`src/rtl/dmem_arbiter_if.sv`:
```
// One master port of the data-memory arbiter: a level request with
// write/lock qualifiers, a one-cycle grant and a registered read return.
interface dmem_arbiter_if;
  logic        req;
  logic        we;
  logic        lock;
  logic [31:0] addr;
  logic [31:0] wdata;
  logic        gnt;
  logic        rvalid;
  logic [31:0] rdata;

  modport master (
    output req, we, lock, addr, wdata,
    input  gnt, rvalid, rdata
  );

  modport slave (
    input  req, we, lock, addr, wdata,
    output gnt, rvalid, rdata
  );
endinterface

```
`src/rtl/dmem_arbiter.sv`:
```
// Two-master arbiter for a single-port data memory: round-robin between the
// datapath (m0) and debug/loader (m1) ports, with lock for back-to-back access.
module dmem_arbiter (
  input  logic          clk,
  input  logic          reset,
  dmem_arbiter_if.slave m0,
  dmem_arbiter_if.slave m1,
  output logic          mem_we,
  output logic [31:0]   mem_addr,
  output logic [31:0]   mem_wdata,
  input  logic [31:0]   mem_rdata,
  output logic          busy
);

  typedef enum logic [2:0] {
    IDLE  = 3'd0,
    GNT0  = 3'd1,
    GNT1  = 3'd2,
    HOLD0 = 3'd3,
    HOLD1 = 3'd4
  } state_t;

  state_t state, state_nxt;
  logic   ptr, ptr_nxt;  // master that wins a tie in IDLE (0 = m0)
  logic   rd0, rd1;

  // NOTE: sequential state uses non-blocking assignments so every register
  // samples the pre-edge values of the others.
  always_ff @(posedge clk or negedge reset) begin
    if (!reset) begin
      state <= IDLE;
      ptr   <= 1'b0;
    end else begin
      state <= state_nxt;
      ptr   <= ptr_nxt;
    end
  end

  // NOTE: every output of this block gets a default first, so no path
  // through the case can leave a value unassigned and infer a latch.
  always_comb begin
    state_nxt = state;
    ptr_nxt   = ptr;
    case (state)
      IDLE: begin
        if (m0.req && m1.req) state_nxt = ptr ? GNT1 : GNT0;
        else if (m0.req)      state_nxt = GNT0;
        else if (m1.req)      state_nxt = GNT1;
      end
      GNT0: begin
        if (m0.lock) state_nxt = HOLD0;
        else begin
          state_nxt = IDLE;
          ptr_nxt   = 1'b1;
        end
      end
      GNT1: begin
        if (m1.lock) state_nxt = HOLD1;
        else begin
          state_nxt = IDLE;
          ptr_nxt   = 1'b0;
        end
      end
      // The holder owns the memory; the other master's request is not looked at.
      HOLD0: begin
        if (m0.req) state_nxt = GNT0;
        else if (!m0.lock) begin
          state_nxt = IDLE;
          ptr_nxt   = 1'b1;
        end
      end
      HOLD1: begin
        if (m1.req) state_nxt = GNT1;
        else if (!m1.lock) begin
          state_nxt = IDLE;
          ptr_nxt   = 1'b0;
        end
      end
      default: state_nxt = IDLE;
    endcase
  end

  // Memory drive is decoded from state alone, so an async reset drops it at once.
  always_comb begin
    m0.gnt    = (state == GNT0);
    m1.gnt    = (state == GNT1);
    busy      = (state != IDLE);
    mem_we    = 1'b0;
    mem_addr  = '0;
    mem_wdata = '0;
    case (state)
      GNT0: begin
        mem_we    = m0.we;
        mem_addr  = m0.addr;
        mem_wdata = m0.wdata;
      end
      GNT1: begin
        mem_we    = m1.we;
        mem_addr  = m1.addr;
        mem_wdata = m1.wdata;
      end
      default: ;
    endcase
  end

  assign rd0 = (state == GNT0) && !m0.we;
  assign rd1 = (state == GNT1) && !m1.we;

  // Read data is captured at the edge closing the grant; rdata holds otherwise.
  always_ff @(posedge clk or negedge reset) begin
    if (!reset) begin
      m0.rvalid <= 1'b0;
      m1.rvalid <= 1'b0;
      m0.rdata  <= '0;
      m1.rdata  <= '0;
    end else begin
      m0.rvalid <= rd0;
      m1.rvalid <= rd1;
      if (rd0) m0.rdata <= mem_rdata;
      if (rd1) m1.rdata <= mem_rdata;
    end
  end

endmodule

```
`src/flat_wrapper.sv`:
```
// flat-port wrapper written by rule: the top's interface ports become plain ports
module dmem_arbiter_flat 
  (clk, reset, mem_we, mem_addr, mem_wdata, mem_rdata, busy, m0_req, m0_we, m0_lock, m0_addr, m0_wdata, m0_gnt, m0_rvalid, m0_rdata, m1_req, m1_we, m1_lock, m1_addr, m1_wdata, m1_gnt, m1_rvalid, m1_rdata);
  dmem_arbiter_if m0_i ();
  dmem_arbiter_if m1_i ();
  input  logic clk;
  input  logic reset;
  output logic mem_we;
  output logic [31:0] mem_addr;
  output logic [31:0] mem_wdata;
  input  logic [31:0] mem_rdata;
  output logic busy;
  input wire logic [$bits(m0_i.req)-1:0] m0_req;
  input wire logic [$bits(m0_i.we)-1:0] m0_we;
  input wire logic [$bits(m0_i.lock)-1:0] m0_lock;
  input wire logic [$bits(m0_i.addr)-1:0] m0_addr;
  input wire logic [$bits(m0_i.wdata)-1:0] m0_wdata;
  output wire logic [$bits(m0_i.gnt)-1:0] m0_gnt;
  output wire logic [$bits(m0_i.rvalid)-1:0] m0_rvalid;
  output wire logic [$bits(m0_i.rdata)-1:0] m0_rdata;
  input wire logic [$bits(m1_i.req)-1:0] m1_req;
  input wire logic [$bits(m1_i.we)-1:0] m1_we;
  input wire logic [$bits(m1_i.lock)-1:0] m1_lock;
  input wire logic [$bits(m1_i.addr)-1:0] m1_addr;
  input wire logic [$bits(m1_i.wdata)-1:0] m1_wdata;
  output wire logic [$bits(m1_i.gnt)-1:0] m1_gnt;
  output wire logic [$bits(m1_i.rvalid)-1:0] m1_rvalid;
  output wire logic [$bits(m1_i.rdata)-1:0] m1_rdata;
  assign m0_i.req = m0_req;
  assign m0_i.we = m0_we;
  assign m0_i.lock = m0_lock;
  assign m0_i.addr = m0_addr;
  assign m0_i.wdata = m0_wdata;
  assign m0_gnt = m0_i.gnt;
  assign m0_rvalid = m0_i.rvalid;
  assign m0_rdata = m0_i.rdata;
  assign m1_i.req = m1_req;
  assign m1_i.we = m1_we;
  assign m1_i.lock = m1_lock;
  assign m1_i.addr = m1_addr;
  assign m1_i.wdata = m1_wdata;
  assign m1_gnt = m1_i.gnt;
  assign m1_rvalid = m1_i.rvalid;
  assign m1_rdata = m1_i.rdata;
  dmem_arbiter u_core (.clk(clk), .reset(reset), .m0(m0_i), .m1(m1_i), .mem_we(mem_we), .mem_addr(mem_addr), .mem_wdata(mem_wdata), .mem_rdata(mem_rdata), .busy(busy));
endmodule
```
`config.mk`:
```
export PLATFORM = sky130hd
export DESIGN_NAME = dmem_arbiter_flat
export DESIGN_NICKNAME = d
export VERILOG_FILES = /design/src/rtl/dmem_arbiter_if.sv /design/src/rtl/dmem_arbiter.sv /design/src/flat_wrapper.sv
export SDC_FILE = /design/constraint.sdc
export NUM_CORES = 1
export LEC_CHECK = 0
export CORE_AREA = 4 4 116 118
export CTS_CLUSTER_SIZE = 20
export DETAILED_ROUTE_END_ITERATION = 16
export DIE_AREA = 0 0 120 122
export GPL_TIMING_DRIVEN = 1
export PLACE_DENSITY = 0.76
export SYNTH_ARGS = -nofsm -noshare
export SYNTH_HDL_FRONTEND = slang
export SYNTH_SLANG_ARGS = --single-unit
export TNS_END_PERCENT = 5
```
`constraint.sdc`:
```
create_clock -name clk -period 2.2 [get_ports clk]
set_input_delay 0.33 -clock clk [delete_from_list [all_inputs] [get_ports clk]]
set_output_delay 0.33 -clock clk [all_outputs]
set_load 0.03 [all_outputs]
```
Word level (Yosys, flattened, before mapping)
Cells that the tools add are included.
{ "word_totals": {"register_bits": 70, "input_bits": 168} }
{ "classes": {"eq_ne": 9, "mux": 19, "n_reduce_logical": 10} }
{ "op_table": {"columns": ["op", "count"], "rows": [
  ["$pmux W32 S2", 2],
  ["$mux W3", 8],
  ["$pmux W3 S5", 1],
  ["$eq A3 B2 Y1 const B", 2],
  ["$ne A3 B3 Y1 const B", 2],
  ["$reduce_and A3 Y1", 2],
  ["$mux W1", 4],
  ["$mux W2", 2],
  ["$ne A2 B2 Y1 const B", 2],
  ["$ne A4 B3 Y1 const B", 1],
  ["$pmux W1 S4", 1],
  ["$reduce_bool A4 Y1", 1],
  ["$eq A3 B1 Y1 const B", 1],
  ["$eq A3 B3 Y1 const B", 1],
  ["$logic_and A1 B1 Y1", 3],
  ["$logic_not A3 Y1", 1],
  ["$reduce_bool A3 Y1", 1],
  ["$logic_not A1 Y1", 2],
  ["$pmux W1 S2", 1]
]} }

Depth between registers and ports, before layout
{ "logic_depth": {"word_depth": 4, "depth_mapped": 6, "mapped_depth_nobuf": 4} }

Worst setup path before layout
OpenSTA, ideal clock, no wires.
{ "synth_timing": {"path_kind": "reg-to-output", "startpoint": "reg u_core.state[2]", "endpoint": "out mem_addr[22]", "arrival_time_ns": 1.714, "t_required_ns": 1.870, "setup_slack_ns": 0.156, "stages_incl_launch_ff": 6, "path_buffers": 2, "cell_sequence": "dfrtp_1 -> buf_2 -> nand2b_4 -> nor2_1 -> clkbuf_1 -> a22o_1"} }
{ "synth_between": {"elab_chain_len": 2, "elab_cells_between_ends": 3} }
{ "synth_lines": {"columns": ["element", "line", "rtl"], "rows": [
  ["start: declaration", "dmem_arbiter.sv:23", "state_t state, state_nxt;"],
  ["start signal: assignment", "dmem_arbiter.sv:34", "state <= state_nxt;"],
  ["$eq A3 B1 Y1", null, null],
  ["via m0_gnt", "flat_wrapper.sv:18", "output wire logic [$bits(m0_i.gnt)-1:0] m0_gnt;"],
  ["$pmux W32 S2", "dmem_arbiter.sv:91", "case (state)"],
  ["end: declaration", "flat_wrapper.sv:9", "output logic [31:0] mem_addr;"]
]} }
The timed path passes the listed nets, and every way through them passes these cells.

Worst setup path after layout
{ "layout_timing": {"startpoint": "reg u_core.state[2]", "endpoint": "out mem_addr[9]"} }
{ "layout_between": {"elab_chain_len": 2, "elab_cells_between_ends": 3} }
{ "layout_lines": {"columns": ["element", "line"], "rows": [
  ["$eq A3 B2 Y1 / $eq A3 B1 Y1 (equally long branches)", "dmem_arbiter.sv:91"],
  ["$pmux W32 S2 (*)", "dmem_arbiter.sv:91"]
]} }
Every way passes the cells marked *; elsewhere a longest branch is shown, timed or not.

==> flow_metrics.py <==
metrics = {
    "outcome": {
        "status": "completed",
    },
    "pwr": {
        "p_leak_uw": 0.00305,
        "total_power_uw": 11600,
        "p_sw_share_pct": 43.7,
        "p_sw_uw": 5060,
        "internal_power_uw": 6520,
        "clock_power_share_pct": 10.8,
        "p_seq_share_pct": 20.2,
        "power.share.combinational_pct": 69.0,
        "vdd_drop_max_v": 0.000931,
        "cellPowerDensity_nw_per_um2": 1610,
    },
    "sta": {
        "finalMaxSlewViolations": 0,
        "whs_ps": 20.2,
        "fin_skew_ps": 9.48,
        "setup_viol": 0,
        "period_minus_slack_ps": 2100,
        "finalSetupTns_ps": 0,
        "slew_headroom_pct": 72.5,
        "layout_setup_ws_ps": 103,
        "rsz0062_at_grt": "false",
        "fmax_mhz": 477,
        "finalHoldViolCount": 0,
        "final.period_utilization_pct": 95.3,
        "worst_pin_slew_ps": 412,
    },
    "detailed_routing": {
        "drt-total-wl_um": 16400,
        "drt_iter0_drc": 162,
        "drc": 0,
        "drt-vias-per-instance": 4.82,
        "vias": 3482,
        "drt-wirelength-per-cell_um": 22.6,
        "ant_nets": 0,
        "drtPass1Iterations": 4,
    },
    "floorplanning": {
        "io-pin-count": 302,
        "die-width_um": 120,
        "core_area_sq_um": 12500,
        "die_area_sq_um": 14600,
        "die_h_um": 122,
        "core.rowCount": 41,
        "initial_core_util_pct": 27.9,
    },
    "finish": {
        "layout-drive-gt1-share_pct": 30.0,
        "nNetsFinal": 715,
        "multi_input_area_sq_um": 1590,
        "fillCellCount": 1046,
        "layout-area-overhead-vs-synth_pct": 107,
        "seq_area_sq_um": 1750,
        "stdcell_count": 722,
        "final_common_cell": "clkdlybuf4s50_1",
        "n_antenna_cell": 0,
        "final_cell_mix": "232 x clkdlybuf4s50_1, 68 x dfrtp_1, 66 x a22o_1, 43 x buf_4, 36 x mux2_2",
    },
    "yosys": {
        "yosysWarnings": 0,
        "synth_top_area_share_pct": 50.4,
        "avgSynthCellArea_sq_um": 14.0,
        "synthesis.area_sq_um": 3480,
        "ys_top_cells_by_area": "dfrtp_1 50%, a22o_1 17%, mux2_4 13%, mux2_2 12%, buf_2 1.7%",
        "muxShareOfSynthArea_pct": 24.2,
        "synthAdderAreaFrac_pct": 0,
        "synthesis.nets": 416,
        "synth_cell_types": 24,
        "synth_top_family_by_area": "multiplexers",
        "synth-simple-area-share_pct": 2.81,
        "ys_ff_latch": 70,
        "seq_area_frac_synth_pct": 50.4,
        "synth_xor_area_share_pct": 0,
        "synth_top_area_cell": "dfrtp_1",
        "synth_cells": 248,
        "synth_compound_gate_area_share_pct": 18.3,
    },
    "global_routing": {
        "grt_usage_pct": 20.4,
        "grt_max_degree": 71,
        "antenna_found_initial": 1,
        "grt_pass1_vias": 3717,
        "grt_remaining_overflow": 0,
        "grt_pass1_wl_um": 22700,
    },
    "clocking": {
        "clock-sinks": 70,
        "clockRootBuffer": "clkbuf_16",
        "path_clk_slew_ps": 60,
        "tritoncts": "built",
        "postCtsHoldBufs": 0,
        "clkLatencyLatePin_ps": 320,
        "cts_max_level": 3,
        "clock_path_buffers": 2,
        "cts_buffers": 9,
    },
    "min_path": {
        "hold_path_class": "primary input to async pin",
    },
    "worst_setup_path": {
        "r2r-end": "u_core.m1.rdata[1]",
        "regToRegStartpoint": "u_core.state[0]",
        "worstPathArrival_ps": 1770,
        "r2r_cells": 5,
        "regToRegSetupSlack_ps": 410,
        "cp.required_ps": 1870,
        "worstPathMaxFanout": 33,
        "critPathLaunchType": "register",
        "end_kind": "output pin",
        "crit_type": "register to output pin",
    },
    "place": {
        "post-place-cells": 705,
        "dpl_worst_slack_ps": 298,
        "gp_congestion": 0.883,
        "dp_hpwl_um": 12900,
        "io_buffers": 301,
    },
    "run": {
        "maxCapViolCount": 0,
    },
}
## power groups by stage
stage	clock network [uW]	registers, uW	logic (uW)
5_1_grt	1340	2430	8280
4_1_cts	1290	2350	7920
3_3_place_gp	0	2310	7820
2_1_floorplan	0	3480	3110
6_report	1250	2350	7990
3_5_place_dp	0	2350	7900
## state kept, by name (all words and copies together), names as in the netlist
signal,count
u_core.m1.rdata,32
u_core.m1.rvalid,1
u_core.m0.rdata,32
u_core.ptr,1
u_core.m0.rvalid,1
u_core.state,3
## worst max-delay path by stage
stage                     from       endpoint  slack (ps)  cells after the start
2_1_floorplan  u_core.state[2]   mem_addr[22]         160                      5
3_3_place_gp   u_core.state[0]           busy         360                      3
3_5_place_dp   u_core.state[0]           busy         300                      3
4_1_cts        u_core.state[0]  mem_wdata[11]           9                      4
5_1_grt        u_core.state[2]   mem_addr[25]          20                      5
6_report       u_core.state[2]    mem_addr[9]         100                      5
## timing repair
item	CTS	global route
resized for setup	1	4
pin swaps	1	1
gates cloned	0	2
buffers inserted	0	1
setup endpoints to repair	2	65
## cell usage after synthesis, drive strengths merged
cell type   n
a21oi       1
and2b       1
nor3        2
nand2b      1
nor3b       3
a21o        1
nand4b      1
a32oi       1
nand2       2
buf        20
dfrtp      70
o31ai       2
inv         1
nor2        3
clkbuf      4
o21ai       3
a22o       66
mux2       65
a31oi       1
## worst max-delay path: stages (launching register included)
cell and delay, ps:
dfrtp_2 470, nand2b_4 200, nor2_4 170, clkbuf_16 260, a22o_1 210, buf_12 130
## cells by family after synthesis
logic type,after synthesis
AOI/OAI and AO/OA,75
buffers and inverters,25
DFF,70
muxes,65
and+or+nand+nor,13
## area by class of cell
type	instances	area share (%)
Timing Repair Buffer	312	46.9
Tap cell	172	3.00
Multi-Input combinational cell	153	22.1
Inverter	1	0.0523
Sequential cell	70	24.4
Clock buffer	9	3.14
Clock inverter	5	0.401
## layer usage
| layer | share of wire, % | up-vias | global-route usage [%] |
|---|---|---|---|
| li1 | - | 1547 | - |
| met1 | 35 | 1721 | 21.8 |
| met2 | 53 | 193 | 38.0 |
| met3 | 9.6 | 19 | 7.61 |
| met4 | 2.2 | 2 | 4.72 |
| met5 | 0.12 | - | 0 |
## metrics by stage
| step | area, sq um | util [%] |
|---|---|---|
| final | 7180 | 57.6 |
| after global routing | 7180 | 57.6 |
| after CTS | 7130 | 57.2 |
| after detailed placement | 6870 | 55.1 |
| after global placement | 6870 | 55.1 |
| after floorplan | 3480 | - |
No activity file was read; power rests on OpenSTA's default activity.
